File: config.mk
export PLATFORM = sky130hd
export DESIGN_NAME = sat_counter
export DESIGN_NICKNAME = d
export VERILOG_FILES = /design/src/rtl/seq_checker_sat_counter.sv
export SDC_FILE = /design/constraint.sdc
export NUM_CORES = 1
export LEC_CHECK = 0
export ABC_AREA = 1
export BUFFER_PORTS_ARGS = -buffer_cell sky130_fd_sc_hd__buf_2
export CAP_MARGIN = 10
export CELL_PAD_IN_SITES_DETAIL_PLACEMENT = 0
export CELL_PAD_IN_SITES_GLOBAL_PLACEMENT = 1
export CORE_AREA = 2 2 39 41
export CTS_BUF_LIST = sky130_fd_sc_hd__clkbuf_4 sky130_fd_sc_hd__clkbuf_8
export CTS_CLUSTER_DIAMETER = 150
export DETAILED_ROUTE_END_ITERATION = 10
export DIE_AREA = 0 0 41 43
export PLACE_DENSITY = 0.88
export SYNTH_ARGS = -nofsm -noshare
export SYNTH_HDL_FRONTEND = slang
export SYNTH_SLANG_ARGS = --single-unit
File: constraint.sdc
create_clock -name clk -period 3.65 [get_ports clk]
set_input_delay 0.73 -clock clk [delete_from_list [all_inputs] [get_ports clk]]
set_output_delay 0.73 -clock clk [all_outputs]
set_load 0.01 [all_outputs]
File: src/rtl/seq_checker_sat_counter.sv
// Saturating up-counter with synchronous clear; clear together with increment yields 1.
module sat_counter #(
  parameter int W = 8
) (
  input  logic         clk,
  input  logic         rst_n,
  input  logic         inc,
  input  logic         clr,
  output logic [W-1:0] count
);

  always_ff @(posedge clk or negedge rst_n) begin
    if (!rst_n) begin
      count <= '0;
    end else if (clr) begin
      count <= inc ? W'(1) : '0;
    end else if (inc && (count != {W{1'b1}})) begin
      count <= count + W'(1);
    end
  end

endmodule

; ---- After elaboration in Yosys (flattened, before gate mapping)
; Cells that the tools add are included.
[totals]
regBits = 8
output_inout_bits = 8
word_cells = 8
[op_classes]
muxes = 3
addsub = 1
n_reduce_logical = 2
eq_ne = 1
[op_table]
columns = cell, n
row1 = two-way mux 8 bit, 2
row2 = "adder 8 x 1 -> 8 bit, second input constant", 1
row3 = "inequality test 8 bit, second input constant", 1
row4 = nonzero test 2 bit, 1
row5 = logical AND 1 bit, 1
row6 = two-way mux 1 bit, 1

; ---- Depth between registers and ports, before layout
[depth]
word_depth = 4
mapped_depth = 8
ltp_nobuf = 8

; ---- Least setup slack after synthesis
; No wires, ideal clock.
[synth_timing]
kind = reg2reg
start = register count[0]
end = register count[3]
setup_time_ps = 118
stages_incl_launch_ff = 9
synth_period_minus_slack_ps = 1324
arrival_time_ps = 1206
path_slack_ps = 2326
n_path_buf = 0
path_cell_list = dfrtp_1 -> ha_1 -> nand2_1 -> nor2_2 -> nand2_4 -> nand2_8 -> nand2_2 -> nand2_1 -> nand2_1
[synth_between]
elab_chain_len = 3
[synth_rtl]
columns = element, line_no
row1 = "start, declared", 9  ; output logic [W-1:0] count
row2 = "start signal, assigned", 16  ; count <= inc ? W'(1) : '0;
row3 = "start signal, assigned", 18  ; count <= count + W'(1);
row4 = adder 8 x 1 -> 8 bit / inequality test 8 bit (equally long branches), "18, 17"
row5 = two-way mux 8 bit / logical AND 1 bit (equally long branches), 17  ; end else if (inc && (count != {W{1'b1}})) begin
row6 = two-way mux 8 bit / nonzero test 2 bit (equally long branches), --
; Several ways; a longest one is shown, not always the timed one. The select of a mux whose other input is x is not followed.
; A chain may end at the register's enable or synchronous reset.

; ---- Final worst setup path
[layout_timing]
start = register count[3]
end = output count[3]
; No word-level cell between the ends.

==> flow_summary.yaml <==
yosys:
  synth-seq-area-share_pct: 38.55
  synth.avg_cell_area_um2: 7.525
  synthesis.area_um2: 519.2
  yosys_warnings: 0
  synth_fp_nets: 74
  ys_types: 18
  ys_seq_elements: 8
  syn-instance-count: 69
critical_path:
  end_kind: "output pin"
  crit_path_start_kind: "flop"
  crit_buf_inv: 1
  slowest_stage: "dfrtp_1"
  worstPathRequired_ns: 2.92
  cp_cell_sequence: "buf_2"
  cp_data_arrival_time_ns: 0.86
  criticalPathCategory: "reg -> out"
  cp_max_fo: 5
  slowest_delay_ns: 0.44
  cpLargestDelayFamily: "flip-flops"
global_route:
  grt_pass1_wl_um: 1780
  grt_max_degree: 11
  antenna_found_initial: 0
  grt_overflow: 0
  grt_usage_pct: 15.53
  grt_pass1_vias: 423
route:
  wl_per_cell_um: 11.07
  num_vias: 474
  drt_pass1_iterations: 4
  antenna_left: 0
  drtIter0Drc: 11
  drt_wl_total_um: 1096
  route.detailed.drc: 0
  via_per_inst: 4.788
floorplanning:
  fp.dieH_um: 43
  dieArea_um2: 1763
  rows: 14
  die_w_um: 41
  start_util_pct: 37.52
  ioPinCount: 12
  design.core.area_um2: 1384
layout:
  fin_area_um2: 616.8
  nets: 90
  drive_above_1_share_pct: 27.71
  regMostFlops: "count"
  fill_cells: 155
  reg.largest.list: "count x8"
  area_growth_syn_to_layout_pct: 18.80
  diodes: 0
  post-route-util_pct: 44.57
  largest_reg_flops: 8
  stdcell_count: 99
placement:
  gp_congestion: 0.7718
  port_buffers: 11
  pre_cts_ws_ns: 2.177
  dp.cells: 96
  dpl.hpwl_um: 833.7
  dpl_cell_area_um2: 594.3
clocking:
  h-tree-depth: 1
  cts-root-buf: "clkbuf_4"
  cts_setup_buffers: 0
  postCtsHoldBufs: 0
  clkLatencyLatePin_ns: 0.25
  path_clk_slew_ns: 0.06
  cts_tree: "built"
  clockBufferDepth: 2
  cts_made_buffers: 3
  cts.sinks: 8
  post_cts_resized: 0
timing:
  fmax_ghz: 0.6270
  period_minus_slack_ns: 1.595
  fin_tns_setup_ns: 0
  holdWs_ns: 0.3069
  clock_skew_ns: 0.004838
  finalCritPeriodShare_pct: 43.70
  slew_violations: 0
  setup_viol: 0
  hold_viol: 0
  tightest_slew_ns: 0.2850
  slew_headroom_pct: 80.88
  rsz0062_at_grt: "no"
  fin_ws_ns: 2.055
power_and_ir_drop:
  irDropWorstVdd_mv: 0.1203
  p_per_area_nw_per_um2: 302.0
  total_leakage_power_nw: 0.3476
  power.total_uw: 186.3
outcome:
  status: "completed"
run:
  maxCapViolations: 0
min_path:
  hp-class: "in -> async"
final timing paths:
| path | start | endpoint | slack (ns) | depth (start not counted) |
|---|---|---|---|---|
| min reg2reg | count[1] | count[1] | 0.57 | 2 |
| min | rst_n | count[5] | 0.31 | 1 |
| max in group asynchronous | rst_n | count[2] | 3.17 | 1 |
| max reg2reg | count[0] | count[3] | 2.21 | 8 |
| max | count[3] | count[3] | 2.06 | 1 |
| min in group clk | count[1] | count[1] | 0.57 | 2 |
cells in the mapped netlist:
library cell | instances | area (um2)
a21boi_0 | 1 | 7.510
a21oi_1 | 2 | 10.01
clkinv_1 | 1 | 3.750
dfrtp_1 | 8 | 200.2
ha_1 | 1 | 12.51
inv_1 | 8 | 30.03
nand2_1 | 19 | 71.32
nand2_2 | 2 | 12.51
nand2_4 | 1 | 11.26
nand2_8 | 1 | 20.02
nand3_1 | 10 | 50.05
nand4_1 | 2 | 12.51
nor2_1 | 6 | 22.52
nor2_2 | 2 | 12.51
nor2_4 | 1 | 11.26
nor3_1 | 1 | 5.000
o21ai_2 | 2 | 17.52
xor2_1 | 1 | 8.760
power breakdown:
| part | internal, mW | leakage (nW) | switching (mW) | total (mW) |
|---|---|---|---|---|
| logic | 0.00860 | 0.225 | 0.0148 | 0.0234 |
| clock network | 0.0376 | 0.0138 | 0.0297 | 0.0673 |
| registers | 0.0919 | 0.109 | 0.00360 | 0.0955 |
| total | 0.138 | 0.348 | 0.0481 | 0.186 |
area by class of cell:
| type | instances | area (um2) | area share [%] |
|---|---|---|---|
| Clock buffer | 3 | 22.52 | 3.651 |
| Tap cell | 16 | 20.02 | 3.245 |
| Timing Repair Buffer | 11 | 55.05 | 8.925 |
| Multi-Input combinational cell | 52 | 285.3 | 46.25 |
| Inverter | 9 | 33.78 | 5.477 |
| Sequential cell | 8 | 200.2 | 32.45 |
per-layer routing:
layer / vias to the layer above / wire, um / GRT usage, %
met5: - / 0 / 0
met4: 0 / 0 / 12.00
met3: 0 / 32 / 3.141
met2: 11 / 560 / 21.56
met1: 213 / 503 / 20.00
li1: 250 / - / -
cells in the final DEF (no fill, tap or decap):
cell type / n
a21oi_1: 2
a21boi_0: 1
nand3_1: 10
nor2_2: 2
ha_1: 1
o21ai_2: 2
nand4_1: 2
nand2_8: 1
nor3_1: 1
nand2_2: 2
nor2_1: 6
nor2_4: 1
clkinv_1: 1
xor2_1: 1
dfrtp_1: 8
buf_2: 11
nand2_1: 19
nand2_4: 1
clkbuf_4: 3
inv_1: 8
logic make-up (layout without fill, tap and decap cells):
group           count (synthesis)  after routing  synth area share [%]
xor+xnor                        1              1                 1.687
fa+ha+maj                       1              1                 2.409
buf+inv                         9             23                 6.506
flops                           8              8                 38.55
compound gates                  5              5                 6.748
simple gates                   45             45                 44.09
(Power assumes the default switching activity.)
